## config.mk

```make
export PLATFORM = sky130hd
export DESIGN_NAME = pc_gen_flat
export DESIGN_NICKNAME = d
export VERILOG_FILES = /design/src/rtl/pc_gen_if.sv /design/src/rtl/pc_gen.sv /design/src/flat_wrapper.sv
export SDC_FILE = /design/constraint.sdc
export NUM_CORES = 1
export LEC_CHECK = 0
export ABC_AREA = 1
export BUFFER_PORTS_ARGS = -buffer_cell sky130_fd_sc_hd__buf_2
export CORE_MARGIN = 5
export CORE_UTILIZATION = 59
export DETAILED_ROUTE_END_ITERATION = 12
export HOLD_SLACK_MARGIN = 0.02
export PLACE_DENSITY = 0.87
export SYNTH_ARGS = -nofsm -noshare
export SYNTH_HDL_FRONTEND = slang
export SYNTH_SLANG_ARGS = --single-unit
```

## constraint.sdc

```tcl
create_clock -name clk -period 3.1 [get_ports clk]
set_input_delay 0.62 -clock clk [delete_from_list [all_inputs] [get_ports clk]]
set_output_delay 0.62 -clock clk [all_outputs]
set_load 0.05 [all_outputs]
```

## src/rtl/pc_gen_if.sv

```systemverilog
// Instruction-fetch request channel between pc_gen (master) and the inst SRAM bridge (slave).
// Carries the req/gnt handshake, the fetch address and the wrong-path kill marker.
interface pc_gen_if #(
    parameter int unsigned WIDTH = 32
);
    logic             req;
    logic [WIDTH-1:0] addr;
    logic             gnt;
    logic             fetch_kill;

    modport master (
        output req,
        output addr,
        output fetch_kill,
        input  gnt
    );

    modport slave (
        input  req,
        input  addr,
        input  fetch_kill,
        output gnt
    );
endinterface

```

## src/rtl/pc_gen.sv

```systemverilog
// Fetch PC generator: prioritised redirects (exc > eret > branch), stalled-request redirect buffering.
// Optional misaligned-fetch flag enabled by defining PCGEN_ADEL_EN.
module pc_gen #(
    parameter int unsigned      WIDTH     = 32,
    parameter logic [WIDTH-1:0] RESET_VEC = 32'hBFC0_0000,
    parameter logic [WIDTH-1:0] EXC_VEC   = 32'hBFC0_0380,
    parameter int unsigned      INC       = 4
) (
    input  logic             clk,
    input  logic             rst,
    input  logic             en,
    input  logic             exc_valid,
    input  logic             eret_valid,
    input  logic [WIDTH-1:0] epc,
    input  logic             br_valid,
    input  logic [WIDTH-1:0] br_target,
    pc_gen_if.master         bus,
    output logic [WIDTH-1:0] pc,
    output logic             adel
);
    localparam logic [WIDTH-1:0] INC_W = WIDTH'(INC);

    typedef enum logic [1:0] {
        BOOT = 2'd0,
        RUN  = 2'd1,
        PEND = 2'd2
    } state_e;

    // Numeric order matches redirect priority so buffered vs. new can be compared directly.
    typedef enum logic [1:0] {
        PRI_NONE = 2'd0,
        PRI_BR   = 2'd1,
        PRI_ERET = 2'd2,
        PRI_EXC  = 2'd3
    } pri_e;

    state_e           state_q, state_d;
    logic [WIDTH-1:0] pc_q, pc_d;
    logic [WIDTH-1:0] pend_tgt_q, pend_tgt_d;
    pri_e             pend_pri_q, pend_pri_d;

    logic             redir_s;
    logic [WIDTH-1:0] redir_tgt_s;
    pri_e             redir_pri_s;
    logic             req_s;
    logic             kill_s;
    logic             take_s;

    // Redirect source selection in priority order.
    always_comb begin
        redir_s     = 1'b0;
        redir_tgt_s = '0;
        redir_pri_s = PRI_NONE;
        if (exc_valid) begin
            redir_s     = 1'b1;
            redir_tgt_s = EXC_VEC;
            redir_pri_s = PRI_EXC;
        end else if (eret_valid) begin
            redir_s     = 1'b1;
            redir_tgt_s = epc;
            redir_pri_s = PRI_ERET;
        end else if (br_valid) begin
            redir_s     = 1'b1;
            redir_tgt_s = br_target;
            redir_pri_s = PRI_BR;
        end else begin
            redir_s     = 1'b0;
            redir_tgt_s = '0;
            redir_pri_s = PRI_NONE;
        end
    end

    // Next-state, next-PC and handshake outputs.
    always_comb begin
        state_d    = state_q;
        pc_d       = pc_q;
        pend_tgt_d = pend_tgt_q;
        pend_pri_d = pend_pri_q;
        req_s      = 1'b0;
        kill_s     = 1'b0;
        take_s     = 1'b0;
        case (state_q)
            BOOT: begin
                state_d = RUN;
                if (redir_s) begin
                    pc_d = redir_tgt_s;
                end else begin
                    pc_d = pc_q;
                end
            end
            RUN: begin
                req_s = en;
                if (en && bus.gnt) begin
                    pc_d = redir_s ? redir_tgt_s : (pc_q + INC_W);
                end else if (en && redir_s) begin
                    // addr must stay put until granted; park the target instead.
                    pend_tgt_d = redir_tgt_s;
                    pend_pri_d = redir_pri_s;
                    state_d    = PEND;
                end else if (!en && redir_s) begin
                    pc_d = redir_tgt_s;
                end else begin
                    pc_d = pc_q;
                end
            end
            PEND: begin
                req_s  = 1'b1;
                kill_s = 1'b1;
                take_s = redir_s && (redir_pri_s >= pend_pri_q);
                if (take_s) begin
                    pend_tgt_d = redir_tgt_s;
                    pend_pri_d = redir_pri_s;
                end else begin
                    pend_tgt_d = pend_tgt_q;
                    pend_pri_d = pend_pri_q;
                end
                if (bus.gnt) begin
                    pc_d       = take_s ? redir_tgt_s : pend_tgt_q;
                    pend_tgt_d = '0;
                    pend_pri_d = PRI_NONE;
                    state_d    = RUN;
                end else begin
                    pc_d = pc_q;
                end
            end
            default: begin
                state_d = BOOT;
            end
        endcase
    end

    // State, PC and pending-redirect registers.
    always_ff @(posedge clk) begin
        if (rst) begin
            state_q    <= BOOT;
            pc_q       <= RESET_VEC;
            pend_tgt_q <= '0;
            pend_pri_q <= PRI_NONE;
        end else begin
            state_q    <= state_d;
            pc_q       <= pc_d;
            pend_tgt_q <= pend_tgt_d;
            pend_pri_q <= pend_pri_d;
        end
    end

    assign bus.req        = req_s;
    assign bus.addr       = pc_q;
    assign bus.fetch_kill = kill_s;
    assign pc             = pc_q;

`ifdef PCGEN_ADEL_EN
    assign adel = req_s && (pc_q[1:0] != 2'b00);
`else
    assign adel = 1'b0;
`endif

endmodule

```

## src/flat_wrapper.sv

```systemverilog
// flat-port wrapper written by rule: the top's interface ports become plain ports
module pc_gen_flat 
#(
    parameter int unsigned      WIDTH     = 32,
    parameter logic [WIDTH-1:0] RESET_VEC = 32'hBFC0_0000,
    parameter logic [WIDTH-1:0] EXC_VEC   = 32'hBFC0_0380,
    parameter int unsigned      INC       = 4
)
  (clk, rst, en, exc_valid, eret_valid, epc, br_valid, br_target, pc, adel, bus_req, bus_addr, bus_fetch_kill, bus_gnt);
  pc_gen_if #(.WIDTH(WIDTH)) bus_i ();
  input  logic clk;
  input  logic rst;
  input  logic en;
  input  logic exc_valid;
  input  logic eret_valid;
  input  logic [WIDTH-1:0] epc;
  input  logic br_valid;
  input  logic [WIDTH-1:0] br_target;
  output logic [WIDTH-1:0] pc;
  output logic adel;
  output wire logic [$bits(bus_i.req)-1:0] bus_req;
  output wire logic [$bits(bus_i.addr)-1:0] bus_addr;
  output wire logic [$bits(bus_i.fetch_kill)-1:0] bus_fetch_kill;
  input wire logic [$bits(bus_i.gnt)-1:0] bus_gnt;
  assign bus_req = bus_i.req;
  assign bus_addr = bus_i.addr;
  assign bus_fetch_kill = bus_i.fetch_kill;
  assign bus_i.gnt = bus_gnt;
  pc_gen #(.WIDTH(WIDTH), .RESET_VEC(RESET_VEC), .EXC_VEC(EXC_VEC), .INC(INC)) u_core (.clk(clk), .rst(rst), .en(en), .exc_valid(exc_valid), .eret_valid(eret_valid), .epc(epc), .br_valid(br_valid), .br_target(br_target), .bus(bus_i), .pc(pc), .adel(adel));
endmodule
```

==> results of run 1 <==
## worst max-delay path, stage by stage, from the launching register on
cell	delay (ns)
dfxtp_1	0.37
inv_1	0.09
ha_1	0.51
inv_1	0.28
o21ai_0	0.23
buf_2	0.29
## power by group through the flow
stage,logic (mW),clock network (mW),registers (mW)
after detailed placement,3.73,0,1.52
after floorplan,2.63,0,1.92
after CTS,3.76,0.929,1.50
after global routing,4.13,0.968,1.56
after global placement,3.69,0,1.51
final,3.82,0.937,1.52
## final cells by class
type                    instances  area [um^2]  share of cell area
well taps                     129          161              0.0256
flip-flops and latches         68         1360               0.216
clock inverters                 6          111              0.0177
inverters                     109          412              0.0653
repair buffers                151          818               0.130
multi-input cells             672         3300               0.524
clock buffers                  10          138              0.0218
## registers in the layout, indices dropped and copies added (netlist names)
name	count
u_core.bus.addr	32
u_core.state_q	2
u_core.pend_pri_q	2
u_core.pend_tgt_q	32
## stage by stage
stage / hold slack (ns) / util
after floorplan: 0.444 / -
after global placement: 0.457 / 0.656
after detailed placement: 0.470 / 0.656
after CTS: 0.482 / 0.682
after global routing: 0.493 / 0.682
final: 0.484 / 0.682
## cells by family (layout without fill, tap and decap cells)
logic type / Yosys count / after routing / share of synthesized area
buffers and inverters: 194 / 276 / 0.169
XOR/XNOR: 2 / 2 / 0.00312
other: 1 / 1 / 0.000668
adder cells (fa/ha/maj): 6 / 6 / 0.0134
AO/OA/AOI/OAI: 272 / 272 / 0.272
flip-flops: 68 / 68 / 0.243
AND/OR/NAND/NOR: 391 / 391 / 0.300
## layer usage
metal / wire length [um] / global-route usage / share of wire / vias to the layer above
li1: - / - / - / 3237
met1: 7660 / 0.432 / 0.41 / 2959
met2: 8360 / 0.489 / 0.45 / 449
met3: 2400 / 0.0966 / 0.13 / 44
met4: 361 / 0.106 / 0.019 / 0
met5: 0 / 0 / 0 / -
## cells in the mapped netlist, drive strengths merged
cell type | n | share of area
nor3b | 1 | 0.0013
conb | 1 | 0.00067
nand2 | 215 | 0.15
clkinv | 1 | 0.00067
nor4 | 1 | 0.0011
ha | 6 | 0.013
o31ai | 2 | 0.0027
or2 | 4 | 0.0045
o21ai | 90 | 0.080
inv | 108 | 0.073
xor2 | 2 | 0.0031
a31oi | 9 | 0.010
a22o | 1 | 0.0016
dfxtp | 68 | 0.24
a211oi | 1 | 0.0013
a22oi | 16 | 0.021
nand4 | 13 | 0.014
a21oi | 116 | 0.11
buf | 59 | 0.077
o21bai | 1 | 0.0013
nand3 | 70 | 0.065
o211ai | 30 | 0.040
o22ai | 1 | 0.0011
nor2 | 73 | 0.052
a21boi | 5 | 0.0067
clkbuf | 26 | 0.018
nor3 | 12 | 0.011
nand3b | 2 | 0.0027
## path summary, 6_finish.rpt
kind / from / to / slack [ns]
setup reg to reg: u_core.bus.addr[2]$_SDFFE_PP0P_ / u_core.bus.addr[21]$_SDFFE_PP0P_ / 0.79
setup / recovery: u_core.state_q[0]$_SDFFE_PP0P_ / bus_req / 0.37
hold / removal: u_core.pend_pri_q[1]$_SDFFE_PP0P_ / u_core.pend_pri_q[1]$_SDFFE_PP0P_ / 0.48
hold reg to reg: u_core.pend_pri_q[1]$_SDFFE_PP0P_ / u_core.pend_pri_q[1]$_SDFFE_PP0P_ / 0.48
==> impl_results.md, run 1 <==
- Result of the run: completed
- TritonCTS sink count: 68
- Slew Limit Fails: 0
- Avg Vias per Cell: 5.84
- Sequential share of power: 0.242
- Number of design rule violations left after detail routing: 0
- Number of clock buffers inserted by TritonCTS: 9
- Final standard cell count with taps included and fillers excluded: 1145
- Most common cell after layout, fill and taps aside: nand2_1
- Cell count after synthesis: 934
- Buffer count from post-CTS setup fixing: 0
- Clock group share of total power: 0.149
- Drt wl/cell: 16.4 um
- Unrepaired setup endpoints after global routing: no
- Layout area overhead: 12.4%
- Nets in the synthesized netlist: 1011
- Post-Syn Area per Cell: 6.01 um^2
- Placed wire-length estimate after detailed placement: 13200 um
- Final layout net count: 1088
- Critical path startpoint category: register
- Number of warning messages in the yosys log: 0
- DP Cell Count: 1129
- Buffer levels on the longest clock path: 2
- Top-level I/O count: 138
- Length of the first detailed-routing pass in iterations: 5
- Hold Path Stages: 2
- Overall Global Routing Usage: 0.321
- Cell variety after synth: 42
- Width of the die: 108 um
- Netlist area before placement: 5610 um^2
- Row cnt: 35
- Largest voltage drop on the vdd net: 0.637 mV
- Sw power: 3.59 mW
- Grt ovf: 0
- #FFs+latches synth: 68
- Worst max-slew margin expressed relative to the limit: 0.315
- Wire length after detailed routing: 18800 um
- Comb pwr share: 0.609
- Max_cap viols: 0
- Core region area: 9240 um^2
- Number of hold-repair buffers added at the cts stage: 0
- Period utilisation layout: 0.881
- Sequential area share after synthesis: 0.243
- Number of antenna violations at the first check in global routing: 0
- Final antenna diode count: 0
- Pin count of the biggest net entering global routing: 60
- Worst-margin pin slew: 1.03 ns
- Total placed instance area: 6060 um^2
- Cell area power density: 996 nW/um^2
- Max frequency: 366 MHz
- Cells on worst reg2reg path: 9
- Number of gates resized after CTS: 0
- Effective utilization at floorplan: 0.607
- Final critical path time including I/O delays and setup: 2.73 ns
- Final Hold Viols: 0
- PortBufs: 136
- Endpoint kind of the worst setup timing path: primary output
- First-pass GRT wire length: 30100 um
- Post-placement setup slack: 0.586 ns
- GP Congestion: 0.994
- Drt initial violations: 951
- Hold/Removal Path Class: reg2reg
- Largest fanout of any net on the critical path: 13
- Die area: 11600 um^2
- Final-layout fill cell count: 879
- Via total after detailed routing: 6689
- Fin Clk Skew: 0.0198 ns
- Number of global-route vias before repair: 6073
- Leakage power figure: 2.99 nW
- Total power consumption of the routed design: 6.28 mW
- Antenna-violating nets left: 0
- Data required time at the worst endpoint: 2.48 ns
- Cell area after layout: 6310 um^2
- Internal power consumption: 2.69 mW
- Final critical-path setup slack: 0.368 ns
- Sw Share: 0.572
- Commonest non-fill, non-tap cells in the layout: nand2_1, buf_2, a21oi_1, inv_1, o21ai_0
- Source-to-sink clock delay at the later pin of the worst-skew pair: 0.36 ns
- Proportion of layout cells with a drive suffix above 1: 0.183
- Setup-violating endpoint count in the final report: 0
- Floorplan die height: 108 um
- Htree depth: 3
- Crit path DAT: 2.11 ns
- Class of the most critical setup path: reg2out
- Post-CTS clock slew at the launch and capture registers of the worst setup and hold paths: 0.08 ns
- Clk root buf: clkbuf_8
- CTS tree: done
- Setup TNS: 0 ns
Power figures use the tool's default switching activity.
==> inputs of run 2 (changes only) <==
--- a/config.mk
+++ b/config.mk
@@ -8,10 +8,9 @@
 export ABC_AREA = 1
 export BUFFER_PORTS_ARGS = -buffer_cell sky130_fd_sc_hd__buf_2
 export CORE_MARGIN = 5
-export CORE_UTILIZATION = 59
+export CORE_UTILIZATION = 40
 export DETAILED_ROUTE_END_ITERATION = 12
 export HOLD_SLACK_MARGIN = 0.02
-export PLACE_DENSITY = 0.87
 export SYNTH_ARGS = -nofsm -noshare
 export SYNTH_HDL_FRONTEND = slang
 export SYNTH_SLANG_ARGS = --single-unit
==> impl_results.md, run 2 (synthesis gave the netlist of run 1 again) <==
- Result of the run: completed
- Endpoint kind of the worst setup timing path: primary output
- Floorplan die height: 128 um (+19%)
- Reg2Reg Setup Slack: 0.82 ns (+0.03 ns)
- Pin count of the biggest net entering global routing: 57 (-5.0%)
- Data required time at the worst endpoint: 2.48 ns (about the same)
- Source-to-sink clock delay at the later pin of the worst-skew pair: 0.34 ns (-0.02 ns)
- GP Congestion: 0.964 (-3.0%)
- Final critical-path setup slack: 0.374 ns (+0.00586 ns)
- Most common cell after layout, fill and taps aside: nand2_1
- Hold Path Stages: 2 (unchanged)
- Post-Route Hold Slack: 0.477 ns (-0.00729 ns)
- Cells on worst reg2reg path: 9 (unchanged)
- Slew Limit Fails: 0 (unchanged)
- Width of the die: 128 um (+19%)
- Number of antenna violations at the first check in global routing: 0 (unchanged)
- Hold worst-path end: u_core.pend_pri_q[1]$_SDFFE_PP0P_
- Avg Vias per Cell: 5.40 (-7.5%)
- Worst max-slew margin expressed relative to the limit: 0.365 (+0.0500)
- Effective utilization at floorplan: 0.406 (-0.201)
- CTS tree: done
- Setup-violating endpoint count in the final report: 0 (unchanged)
- Area used by sequential logic in the layout: 1360 um^2 (unchanged)
- Final Hold Viols: 0 (unchanged)
- PortBufs: 136 (unchanged)
- Fin Clk Skew: 0.00735 ns (-0.0124 ns)
- Post-CTS clock slew at the launch and capture registers of the worst setup and hold paths: 0.06 ns (-0.02 ns)
- Clk root buf: clkbuf_16
- Core region area: 13800 um^2 (+50%)
- Hold path startpoint: u_core.pend_pri_q[1]$_SDFFE_PP0P_
- Setup TNS: 0 ns (unchanged)
- Class of the most critical setup path: reg2out
- Layout area overhead: 14.5%
- Grt ovf: 0 (unchanged)
- Unrepaired setup endpoints after global routing: no
- Final standard cell count with taps included and fillers excluded: 1198 (+4.6%)
- DP Cell Count: 1182 (+4.7%)
- Placed wire-length estimate after detailed placement: 14200 um (+7.1%)
- Die area: 16500 um^2 (+43%)
- Proportion of layout cells with a drive suffix above 1: 0.184 (+0.000623)
- Worst-margin pin slew: 0.951 ns (-0.0749 ns)
- Largest voltage drop on the vdd net: 0.448 mV (-30%)
- Final critical path time including I/O delays and setup: 2.73 ns (-0.00586 ns)
- Area of combinational cells with multiple inputs: 3300 um^2 (unchanged)
- Number of clock buffers inserted by TritonCTS: 9 (unchanged)
- Drt wl/cell: 16.4 um (+0.22%)
- Via total after detailed routing: 6474 (-3.2%)
- Wire length after detailed routing: 19700 um (+4.9%)
- Buffer count from post-CTS setup fixing: 0 (unchanged)
- Final-layout fill cell count: 1524 (+73%)
- Leakage power figure: 3.01 nW (+0.68%)
- Row cnt: 43 (+23%)
- Worst r2r src: u_core.bus.addr[4]$_SDFFE_PP0P_
- Number of global-route vias before repair: 5628 (-7.3%)
- Max frequency: 367 MHz (+0.21%)
- Cell area power density: 994 nW/um^2 (-0.22%)
- Overall Global Routing Usage: 0.234 (-0.0866)
- Number of gates resized after CTS: 0 (unchanged)
- Period utilisation layout: 0.879 (-0.00189)
- Critical path startpoint category: register
- Crit path DAT: 2.11 ns (about the same)
- Antenna-violating nets left: 0 (unchanged)
- Final antenna diode count: 0 (unchanged)
- Hold/Removal Path Class: reg2reg
- Buffer levels on the longest clock path: 2 (unchanged)
- Final layout net count: 1090 (+0.18%)
- Htree depth: 3 (unchanged)
- Max_cap viols: 0 (unchanged)
- Total power consumption of the routed design: 6.39 mW (+1.7%)
- Number of design rule violations left after detail routing: 0 (unchanged)
- Drt initial violations: 795 (-16%)
- Number of hold-repair buffers added at the cts stage: 0 (unchanged)
- Top-level I/O count: 138 (unchanged)
- Commonest non-fill, non-tap cells in the layout: nand2_1, buf_2, a21oi_1, inv_1, o21ai_0
- Length of the first detailed-routing pass in iterations: 5 (unchanged)
- Post-placement setup slack: 0.625 ns (+0.0393 ns)
- Largest fanout of any net on the critical path: 13 (unchanged)
- Worst reg2reg endpoint: u_core.bus.addr[21]$_SDFFE_PP0P_
- TritonCTS sink count: 68 (unchanged)
- First-pass GRT wire length: 30700 um (+2.1%)
==> run 2: area by class of cell <==
class / count / area share
multi-input cells: 672 / 0.514
flip-flops and latches: 68 / 0.212
repair buffers: 153 / 0.128
well taps: 180 / 0.0350
inverters: 109 / 0.0640
clock inverters: 5 / 0.00954
clock buffers: 11 / 0.0378
==> run 2: metal layers <==
metal  wire [um]  GRT usage  part of all wire  vias to the layer above
met5           0          0                 0                        -
met4         287     0.0655             0.015                        0
met3        1580     0.0382             0.080                       27
met2        8450      0.338              0.43                      285
met1        9360      0.357              0.48                     2909
li1            -          -                 -                     3253
==> run 2: through the flow <==
step	utilization	area, um^2
after floorplan	-	5610
after global placement	0.443	6120
after detailed placement	0.443	6120
after CTS	0.465	6430
after global routing	0.465	6430
final	0.465	6430
==> run 2: worst max-delay path by stage <==
stage                                              start                          endpoint  slack [ns]  cells past startpoint
after global routing      u_core.state_q[0]$_SDFFE_PP0P_                           bus_req        0.23                      5
after floorplan           u_core.state_q[0]$_SDFFE_PP0P_                           bus_req        0.26                      6
after detailed placement                      eret_valid  u_core.bus.addr[19]$_SDFFE_PP0P_        0.62                     12
final                     u_core.state_q[0]$_SDFFE_PP0P_                           bus_req        0.37                      5
after CTS                 u_core.state_q[0]$_SDFFE_PP0P_                           bus_req        0.37                      5
after global placement                        eret_valid  u_core.bus.addr[29]$_SDFFE_PP1P_        0.70                     11
==> run 2: worst max-delay path, cell delays in order (launching register included) <==
cell     delay, ns
dfxtp_1       0.36
inv_1         0.09
ha_1          0.51
inv_1         0.28
o21ai_0       0.24
buf_2         0.29
==> run 2: power by group <==
group / switching, mW / internal (mW)
logic: 2.86 / 0.949
registers: 0.338 / 1.17
clock network: 0.417 / 0.646
total: 3.62 / 2.77
==> inputs of run 3 (changes only) <==
--- a/config.mk
+++ b/config.mk
@@ -5,7 +5,6 @@
 export SDC_FILE = /design/constraint.sdc
 export NUM_CORES = 1
 export LEC_CHECK = 0
-export ABC_AREA = 1
 export BUFFER_PORTS_ARGS = -buffer_cell sky130_fd_sc_hd__buf_2
 export CORE_MARGIN = 5
 export CORE_UTILIZATION = 40
==> impl_results.md, run 3 <==
- Placed wire-length estimate after detailed placement: 11100 um (-22%)
- Final antenna diode count: 0 (unchanged)
- Nets in the synthesized netlist: 690 (-32%)
- Final Hold Viols: 0 (unchanged)
- Share of async-settable or async-resettable flops after synthesis: 0 (unchanged)
- Effective utilization at floorplan: 0.410 (+0.00430)
- Max frequency: 383 MHz (+4.3%)
- #FFs+latches synth: 68 (unchanged)
- Core region area: 11500 um^2 (-17%)
- CTS tree: done
- Top-level I/O count: 138 (unchanged)
- Via total after detailed routing: 5046 (-22%)
- Clk root buf: clkbuf_16
- Number of gates resized after CTS: 0 (unchanged)
- Antenna-violating nets left: 0 (unchanged)
- Stage delay of the slowest cell on the critical path: 0.41 ns (-0.10 ns)
- Dominant delay contributor by cell family on the critical path: compound AO/OA/AOI/OAI gates
- Setup TNS: 0 ns (unchanged)
- Post-Route Hold Slack: 0.454 ns (-0.0233 ns)
- Number of global-route vias before repair: 4786 (-15%)
- Length of the first detailed-routing pass in iterations: 6 (+1)
- Source-to-sink clock delay at the later pin of the worst-skew pair: 0.33 ns (about the same)
- Reg2Reg Setup Slack: 0.64 ns (-0.18 ns)
- Critical path startpoint category: input port
- Netlist area before placement: 4700 um^2 (-16%)
- Top cell type's share of synthesized area: 0.289 (+0.0469)
- Cells on worst reg2reg path: 8 (-1)
- Number of warning messages in the yosys log: 0 (unchanged)
- Htree depth: 3 (unchanged)
- Period utilisation layout: 0.843 (-0.0366)
- Largest fanout of any net on the critical path: 28 (+15)
- Overall Global Routing Usage: 0.219 (-0.0158)
- Cell area power density: 613 nW/um^2 (-38%)
- Endpoint kind of the worst setup timing path: register
- Unrepaired setup endpoints after global routing: no
- Cell variety after synth: 61 (+45%)
- GP Congestion: 0.859 (-11%)
- Critical-path cell list: buf_2 > or2_2 > ha_1 > nor2_1 > a311oi_4 > buf_12 > a21o_1 > a221o_1 > nor3_1 > nor3_1
- Cell area after layout: 5580 um^2 (-13%)
- Wire length after detailed routing: 15800 um (-20%)
- First-pass GRT wire length: 25300 um (-18%)
- Pin count of the biggest net entering global routing: 54 (-5.3%)
- Count leader, synth: nor2_1
- Most frequent cell on the critical path: nor3_1
- Total power consumption of the routed design: 3.42 mW (-46%)
- Fin util: 0.486 (+0.0215)
- Buffer count from post-CTS setup fixing: 0 (unchanged)
- Class of the most critical setup path: in2reg
- Layout area overhead: 18.6%
- Drt wl/cell: 18.7 um (+14%)
- Width of the die: 118 um (-7.8%)
- Final layout net count: 775 (-29%)
- Worst max-slew margin expressed relative to the limit: 0.565 (+0.200)
- Total buffers and inverters traversed by the critical path: 2 (-1)
- Number of clock buffers inserted by TritonCTS: 9 (unchanged)
- Worst-margin pin slew: 0.652 ns (-0.299 ns)
- Row cnt: 39 (-9.3%)
- Final critical path time including I/O delays and setup: 2.61 ns (-0.114 ns)
- PortBufs: 136 (unchanged)
- Drt initial violations: 411 (-48%)
- Hold Path Stages: 2 (unchanged)
- Fin Clk Skew: 0.00683 ns (-0.000522 ns)
- Commonest non-fill, non-tap cells in the layout: buf_2, nor2_1, dfxtp_1, a22oi_1, nand2_1
- Sequential area share after synthesis: 0.289 (+0.0469)
- Post-CTS clock slew at the launch and capture registers of the worst setup and hold paths: 0.06 ns (about the same)
- Largest voltage drop on the vdd net: 0.379 mV (-15%)
- Number of design rule violations left after detail routing: 0 (unchanged)
- Setup-violating endpoint count in the final report: 0 (unchanged)
- Slew Limit Fails: 0 (unchanged)
- Grt ovf: 0 (unchanged)
- Data required time at the worst endpoint: 3.35 ns (+0.87 ns)
- Post-Syn Area per Cell: 7.67 um^2 (+28%)
- TritonCTS sink count: 68 (unchanged)
- Number of hold-repair buffers added at the cts stage: 0 (unchanged)
- Buffer levels on the longest clock path: 2 (unchanged)
- Most used DFF post-synth: dfxtp_1
- Max_cap viols: 0 (unchanged)
- Proportion of layout cells with a drive suffix above 1: 0.273 (+0.0894)
- Floorplan die height: 118 um (-7.8%)
- Number of antenna violations at the first check in global routing: 0 (unchanged)
- Count of flip-flops with a built-in enable after synthesis: 0 (unchanged)
- Standard cell with the maximum stage delay on the critical path: a21o_1
- Top cells by area in the synthesized netlist: dfxtp_1, a22oi_1, nor2_1
- Cell taking the most area after synthesis: dfxtp_1
- Total placed instance area: 5270 um^2 (-14%)
- Most common cell after layout, fill and taps aside: buf_2
- Cell count after synthesis: 613 (-34%)
- Synth cell count leaders: nor2_1, dfxtp_1, a22oi_1
- Result of the run: completed
- Leakage power figure: 2.33 nW (-23%)
- CP Depth: 10 (+5)
- Hold/Removal Path Class: reg2reg
- Avg Vias per Cell: 5.96 (+10%)
- Crit path DAT: 2.86 ns (+0.75 ns)
- Die area: 14000 um^2 (-15%)
run 3: cell count changes after synthesis, sizes merged, moves of 8 or more:
cell / change
a21oi: -74
a221o: +17
a22oi: +32
inv: -97
mux2i: +15
nand2: -168
nand2b: +8
nand3: -51
nand3b: +11
nor2: +9
o211ai: -27
o21ai: -63
run 3: path summary, 6_finish.rpt:
| path | startpoint | endpoint |
|---|---|---|
| max | eret_valid | u_core.bus.addr[23]$_SDFFE_PP1P_ |
| min | u_core.pend_pri_q[1]$_SDFFE_PP0P_ | u_core.pend_pri_q[1]$_SDFFE_PP0P_ |
| max reg2reg | u_core.state_q[0]$_SDFFE_PP0P_ | u_core.bus.addr[23]$_SDFFE_PP1P_ |
| min reg2reg | u_core.pend_pri_q[1]$_SDFFE_PP0P_ | u_core.pend_pri_q[1]$_SDFFE_PP0P_ |
run 3: final cells by class:
| type | count | area (um^2) |
|---|---|---|
| Clock buffer | 11 | 253 |
| Clock inverter | 5 | 50.0 |
| Fill cell | 1150 | 5890 |
| Inverter | 11 | 41.3 |
| Multi-Input combinational cell | 451 | 2830 |
| Sequential cell | 68 | 1360 |
| Tap cell | 143 | 179 |
| Timing Repair Buffer | 157 | 863 |
run 3: through the flow:
| step | setup WS (ns) | std cells |
|---|---|---|
| 6_report | 0.487 | 846 |
| 5_1_grt | 0.377 | 846 |
| 4_1_cts | 0.495 | 846 |
| 3_5_place_dp | 0.142 | 830 |
| 3_3_place_gp | 0.200 | 830 |
| 2_1_floorplan | 0.359 | 613 |
run 3: power by group:
part	leakage, nW	internal, mW	switching, mW
Sequential	0.557	0.973	0.122
Clock	0.155	0.661	0.394
Combinational	1.61	0.398	0.872
run 3: kinds of logic (layout without fill, tap and decap cells):
| logic type | count (synthesis) | count (layout) | share of synthesized area |
|---|---|---|---|
| AND/OR/NAND/NOR | 224 | 224 | 0.232 |
| AO/OA/AOI/OAI | 191 | 191 | 0.289 |
| buffers and inverters | 94 | 184 | 0.113 |
| flip-flops | 68 | 68 | 0.289 |
| multiplexers | 20 | 20 | 0.0439 |
| XOR/XNOR | 9 | 9 | 0.0168 |
| adder cells (fa/ha/maj) | 6 | 6 | 0.0160 |
| other | 1 | 1 | 0.000797 |
run 3: worst reg2reg max path, delay by kind of cell, from the launching register on:
kind                     cells  cell delay, ns
flip-flops                   1            0.38
AND/OR/NAND/NOR              3            0.63
adder cells (fa/ha/maj)      1            0.37
AO/OA/AOI/OAI                3            0.88
buffers and inverters        1            0.09
run 3: metal layers:
metal / GRT usage / wire length, um / share of wire
met5: 0 / 0 / 0
met4: 0.0609 / 191 / 0.012
met3: 0.0306 / 1240 / 0.078
met2: 0.371 / 7430 / 0.47
met1: 0.291 / 6970 / 0.44
